File: src/rtl/program_loader.sv
// Framed byte-stream loader: assembles big-endian 16-bit words into code memory,
// verifies an 8-bit additive checksum, then releases the processor via run.
module program_loader #(
    parameter int ADDR_W = 9,
    parameter int WORD_W = 16
) (
    input  logic              clk,
    input  logic              rst_n,
    input  logic [7:0]        rx_data,
    input  logic              rx_valid,
    output logic              rx_ready,
    input  logic              reload,
    output logic              code_w_en,
    output logic [ADDR_W-1:0] code_addr_in,
    output logic [WORD_W-1:0] code_in,
    output logic              run,
    output logic              loading,
    output logic              error
);
    typedef enum logic [2:0] {
        S_LEN_HI, S_LEN_LO, S_DATA_HI, S_DATA_LO, S_WRITE, S_CHECK, S_DONE, S_ERR
    } state_t;

    localparam logic [16:0] MAX_N = 17'(1) << ADDR_W;

    state_t      state;
    logic        ready_q;
    logic [7:0]  len_hi;
    logic [7:0]  data_hi;
    logic [7:0]  sum;
    logic [15:0] rem;
    logic [16:0] n_ext;
    logic        acc;

    assign acc   = rx_valid & ready_q;
    assign n_ext = {1'b0, len_hi, rx_data};
    // ready_q resets high to match LEN_HI; gating with rst_n holds rx_ready low during reset
    assign rx_ready = rst_n & ready_q;

    always_ff @(posedge clk or negedge rst_n) begin
        if (!rst_n) begin
            state        <= S_LEN_HI;
            ready_q      <= 1'b1;
            len_hi       <= '0;
            data_hi      <= '0;
            sum          <= '0;
            rem          <= '0;
            code_w_en    <= 1'b0;
            code_addr_in <= '0;
            code_in      <= '0;
            run          <= 1'b0;
            loading      <= 1'b0;
            error        <= 1'b0;
        end else if (reload) begin
            state        <= S_LEN_HI;
            ready_q      <= 1'b1;
            sum          <= '0;
            code_addr_in <= '0;
            code_w_en    <= 1'b0;
            run          <= 1'b0;
            loading      <= 1'b0;
            error        <= 1'b0;
        end else begin
            case (state)
                S_LEN_HI: if (acc) begin
                    len_hi  <= rx_data;
                    sum     <= sum + rx_data;
                    loading <= 1'b1;
                    state   <= S_LEN_LO;
                end
                S_LEN_LO: if (acc) begin
                    sum <= sum + rx_data;
                    if (n_ext != 17'd0 && n_ext <= MAX_N) begin
                        rem   <= n_ext[15:0];
                        state <= S_DATA_HI;
                    end else begin
                        error   <= 1'b1;
                        loading <= 1'b0;
                        ready_q <= 1'b0;
                        state   <= S_ERR;
                    end
                end
                S_DATA_HI: if (acc) begin
                    data_hi <= rx_data;
                    sum     <= sum + rx_data;
                    state   <= S_DATA_LO;
                end
                S_DATA_LO: if (acc) begin
                    code_in   <= WORD_W'({data_hi, rx_data});
                    sum       <= sum + rx_data;
                    code_w_en <= 1'b1;
                    ready_q   <= 1'b0;
                    state     <= S_WRITE;
                end
                S_WRITE: begin
                    code_w_en    <= 1'b0;
                    ready_q      <= 1'b1;
                    code_addr_in <= code_addr_in + 1'b1;
                    rem          <= rem - 16'd1;
                    state        <= (rem == 16'd1) ? S_CHECK : S_DATA_HI;
                end
                S_CHECK: if (acc) begin
                    loading <= 1'b0;
                    ready_q <= 1'b0;
                    if (rx_data == sum) begin
                        run   <= 1'b1;
                        state <= S_DONE;
                    end else begin
                        error <= 1'b1;
                        state <= S_ERR;
                    end
                end
                S_DONE, S_ERR: ;
                default: state <= S_LEN_HI;
            endcase
        end
    end
endmodule
File: config.mk
export PLATFORM = sky130hd
export DESIGN_NAME = program_loader
export DESIGN_NICKNAME = d
export VERILOG_FILES = /design/src/rtl/program_loader.sv
export SDC_FILE = /design/constraint.sdc
export NUM_CORES = 1
export LEC_CHECK = 0
export CAP_MARGIN = 20
export CELL_PAD_IN_SITES_DETAIL_PLACEMENT = 1
export CELL_PAD_IN_SITES_GLOBAL_PLACEMENT = 1
export CORE_MARGIN = 5
export CORE_UTILIZATION = 40
export DETAILED_ROUTE_END_ITERATION = 10
export PLACE_DENSITY_LB_ADDON = 0.1
export SYNTH_ARGS = -nofsm -noshare
export SYNTH_HDL_FRONTEND = slang
export SYNTH_SLANG_ARGS = --single-unit
File: constraint.sdc
create_clock -name clk -period 2.2 [get_ports clk]
set_clock_uncertainty 0.2 [all_clocks]
set_input_delay 0.33 -clock clk [delete_from_list [all_inputs] [get_ports clk]]
set_output_delay 0.33 -clock clk [all_outputs]
set_load 0.02 [all_outputs]
Word-level counts from Yosys, hierarchy flattened
Cells that the tools add are included.
- register bits: 73
- logic and storage cells: 101
- input port bits: 12
- output and inout port bits: 30
- bitwise operators: 3
- magnitude comparators: 1
- reduce and logical (&&, ||, !) cells: 27
- muxes and demuxes: 38
- add/sub/neg operators: 3
- equal/unequal tests: 17
- operators with widths (cell ; number):
    $mux W16 ; 2
    $pmux W16 S2 ; 1
    $mux W3 ; 8
    $mux W8 ; 3
    $ne A3 B3 Y1 const B ; 7
    $mux W9 ; 2
    $pmux W3 S6 ; 1
    $mux W1 ; 17
    $reduce_bool A17 Y1 ; 1
    $eq A16 B1 Y1 const B ; 1
    $le A16 B10 Y1 const B ; 1
    $sub A16 B1 Y16 const B ; 1
    $reduce_and A3 Y1 ; 4
    $reduce_bool A2 Y1 ; 6
    $reduce_and A5 Y1 ; 2
    $add A9 B1 Y9 const B ; 1
    $add A8 B8 Y8 ; 1
    $eq A8 B8 Y1 ; 1
    $reduce_and A4 Y1 ; 2
    $reduce_bool A4 Y1 ; 2
    $reduce_bool A7 Y1 ; 1
    $eq A3 B2 Y1 const B ; 2
    $eq A3 B3 Y1 const B ; 2
    $pmux W1 S3 ; 2
    13 further kinds ; 18

Logic depth before layout (Yosys ltp)
- depth in word-level cells: 6
- mapped depth: 8
- depth with buffers taken out: 7

Worst setup path after synthesis
No wires, ideal clock.
- kind: reg-to-reg
- start: register rem[0]
- end: register rem[14]
- setup time: 122 ps
- period minus slack after synthesis: 2114 ps
- buffers on the path: 0
- arrival: 1793 ps
- slack: 86 ps
- data required time: 1878 ps
- stages on the path, launching flop included: 8
- cell sequence: dfrtp_1 inv_1 ha_1 nor3b_2 nor4b_4 nor4b_2 o21ai_1 a32o_1
- word-level cells in the longest chain between the ends: 2
- RTL lines (item ; line ; RTL):
    start: declaration ; 31 ; logic [15:0] rem;
    start signal: assignment ; 74 ; rem <= n_ext[15:0];
    start signal: assignment ; 99 ; rem <= rem - 16'd1;
    $sub A16 B1 Y16 ; 99 ;
    $pmux W16 S2 ; 64 ; case (state)
No other way between the ends.
A chain may end at the register's enable or synchronous reset.

Worst setup path in the final report
- start: input rx_data[4]
- end: register rem[3]
- word-level cells in the longest chain between the ends: 4
- elaborated cells between the ends (all ways): 5
- classes of those cells: 1 x order compare; 1 x eq/ne; 3 x reduce/logical
- RTL lines (item ; line ; RTL):
    start: declaration ; 9 ; input logic [7:0] rx_data,
    $le A16 B10 Y1 / $reduce_bool A17 Y1 (equally long branches) ; 73 ; if (n_ext != 17'd0 && n_ext <= MAX_N) begin
    $logic_and A1 B1 Y1 * ; 73 ;
    $ne A2 B2 Y1 (no source line) * ; -- ;
    $reduce_and A4 Y1 (no source line) * ; -- ;
Every way passes the cells marked *; elsewhere a longest branch is shown, timed or not.

==> reports/summary.txt <==
Initial DRC Count: 137
Crit Path Category: input port to register
Synth area leaders: dfrtp_1 45%, mux2_2 9.0%, ha_1 3.7%
vias in the first global route: 3784
Die Ht: 110.3 um
post-route cell area: 5469 um^2
violated checks: negative setup slack
Synth Instances: 397
clk slew on worst S/H paths: 0.09 ns
complex-gate fraction of the synthesized area: 0.1462
cell area after synthesis: 4023 um^2
actual slew at the worst max-slew pin: 0.4358 ns
post-synthesis sequential area ratio: 0.4544
utilization after layout: 0.5595
CTS sink cnt: 73
most frequent CP cell: a211oi_1
row count: 36
final WL: 12360 um
synth unique cells: 63
CP Cell Sequence: clkdlybuf4s50_1 -> nor4_2 -> a31oi_2 -> o211a_4 -> buf_12 -> a211oi_1 -> a211oi_1
boundary pin count: 42
RSZ-0062 raised after global routing: true
Synth warnings: 0
initial core utilization: 0.4115
Routed Antenna Nets: 0
Critical Path Source: rx_data[4]
RR Startpoint: len_hi[4]
Bufs and invs on worst path: 2
largest net degree at the start of global routing: 74
Top FF cell, synth: dfrtp_1
# port buffers: 41
final net count: 529
CTS tree: done
Pre-antenna DRT Iters: 4
Worst-Skew Late Latency: 0.37 ns
post-synthesis async set-or-reset flop share: 1.000
GRT overflow: 0
Max Cap Viol: 0
commonest cells after routing, fill and taps aside: 72 x dfrtp_1, 71 x buf_4, 37 x clkdlybuf4s50_1, 35 x nor2_1
Relative slew margins: 0.7068
hold path start: data_hi[0]
power per standard cell area: 796.2 nW/um^2
Synth Area in XOR/XNOR: 0.02830
Critical Path RT: 2.24 ns
post-route total power: 4.354 mW
main combinational cell family by area after synthesis: simple AND/OR/NAND/NOR gates
Seq cells post-synth: 73
Post-DP Area: 5050 um^2
number of antenna violations at the first check in global routing: 0
top-area cell type share of the netlist area: 0.4479
CP delay by family, top: compound AO/OA/AOI/OAI gates
CTS root buf: clkbuf_8
Clock Tree Buf Depth: 2
Largest stage delay, worst path: 0.49 ns
DIE WIDTH: 110.3 um
antenna diode count: 0
simple-gate area share of the yosys netlist: 0.1935
LEAKAGE: 2.387 nW
FMAX: 448.4 MHz
most common cell after layout, fill and taps aside: dfrtp_1
final slew viol count: 0
CTS Buf Count: 9
final period utilization: 1.014
P&R area growth vs syn: 35.96%
status: finished, violations left
synthesized area per cell: 10.13 um^2
crit end category: register
Post-route DRC: 0
Avg WL per Cell: 19.25 um
min-delay worst type: register to register
final worst slack: -0.03039 ns
DP Wirelength: 8794 um
post-synthesis adder-cell area fraction: 0.04230
Core Area: 9774 um^2
CTS H-tree depth: 3
post-synth net total: 422
share of layout cells above drive strength 1: 0.3104
# setup viols final: 3
placer congestion estimate: 0.9025
worst vdd ir: 0.4214 mV
Tmin final: 2.230 ns
number of synthesized flops with an enable pin: 0
Synth area leader: dfrtp_1
die area: 12160 um^2
first-pass GRT wire length: 20030 um
critical path peak fanout: 5
Worst EP arrival: 2.27 ns
CP Launch Type: input port
Vias/cell: 5.528
via count: 3549
Fin. Hold Viols: 0
Crit-path slowest cell: clkdlybuf4s50_1
mux share of post-synthesis cell area: 0.09953
GRT Util Overall: 0.2167
==> Yosys cell counts, types with 6 or more instances <==
cell      instances
dfrtp_1          72
nor2_1           36
nand2_1          33
mux2_2           32
a21oi_1          26
o21ai_0          21
nand3_1          17
ha_1             12
inv_1            11
nor3_1           11
clkbuf_1          9
xor2_1            8
nand4_1           7
a211oi_1          6
nor4_1            6
==> through the flow <==
| step | instances | setup WS (ns) | hold WS [ns] | setup TNS [ns] |
|---|---|---|---|---|
| floorplan | 397 | 0.08595 | -0.1656 | 0 |
| global placement | 621 | -0.3813 | 0.2345 | -7.346 |
| detailed placement | 621 | -0.3970 | 0.2354 | -9.963 |
| CTS | 638 | 0.0007006 | 0.3078 | 0 |
| global route | 642 | -0.09307 | 0.3193 | -0.5892 |
| finish | 642 | -0.03039 | 0.3027 | -0.05481 |
==> repair_timing <==
action / in CTS / in global routing
hold buffers: 1 / 0
setup buffers: 0 / 4
pin swaps: 3 / 9
setup endpoints to repair: 9 / 31
gates resized for setup: 12 / 23
hold endpoints to repair: 72 / 0
==> worst paths after layout <==
check                           depth (start not counted)          to  slack [ns]
worst max-delay path                                    7      rem[3]       -0.03
worst min-delay path                                    2  data_hi[0]        0.30
worst max register to register                          5      rem[5]        0.01
worst min register to register                          2  data_hi[0]        0.30
max in group asynchronous                               3     ready_q        1.10
min in group asynchronous                               3     rem[11]        0.36
==> where the power goes <==
part	switching, mW	leakage, nW	internal, mW
Combinational	0.750	1.32	0.685
Sequential	0.186	0.966	1.57
Clock	0.597	0.104	0.569
==> registers in the layout (all words and copies together) (netlist names), 3 cells and up <==
register      count
data_hi           8
code_addr_in      9
code_in          16
state             3
sum               8
rem              16
len_hi            8
==> metal layers <==
metal | vias up | track usage | routed length [um]
met4 | 0 | 0.05893 | 180
met2 | 61 | 0.3808 | 6331
met1 | 1805 | 0.2758 | 5446
li1 | 1666 | - | -
met3 | 17 | 0.03553 | 401
met5 | - | 0 | 0
==> cells by family after synthesis <==
logic type,after synthesis
simple gates,142
compound gates,90
flops,73
mux,36
buf+inv,30
xor+xnor,13
fa+ha+maj,13
==> layout make-up <==
| class | instances | area [um^2] |
|---|---|---|
| timing repair buffer | 115 | 1003 |
| fill | 1116 | 4305 |
| inverter | 11 | 41.29 |
| sequential | 73 | 1828 |
| clock inverter | 6 | 72.57 |
| tap | 133 | 166.4 |
| multi-input combinational | 294 | 2220 |
| clock buffer | 10 | 137.6 |
==> tightest hold or removal path, cell delays in order (launching register included) <==
cell	delay [ns]
dfrtp_1	0.35
nand2_1	0.05
o21ai_0	0.07
Power figures use the tool's default switching activity.
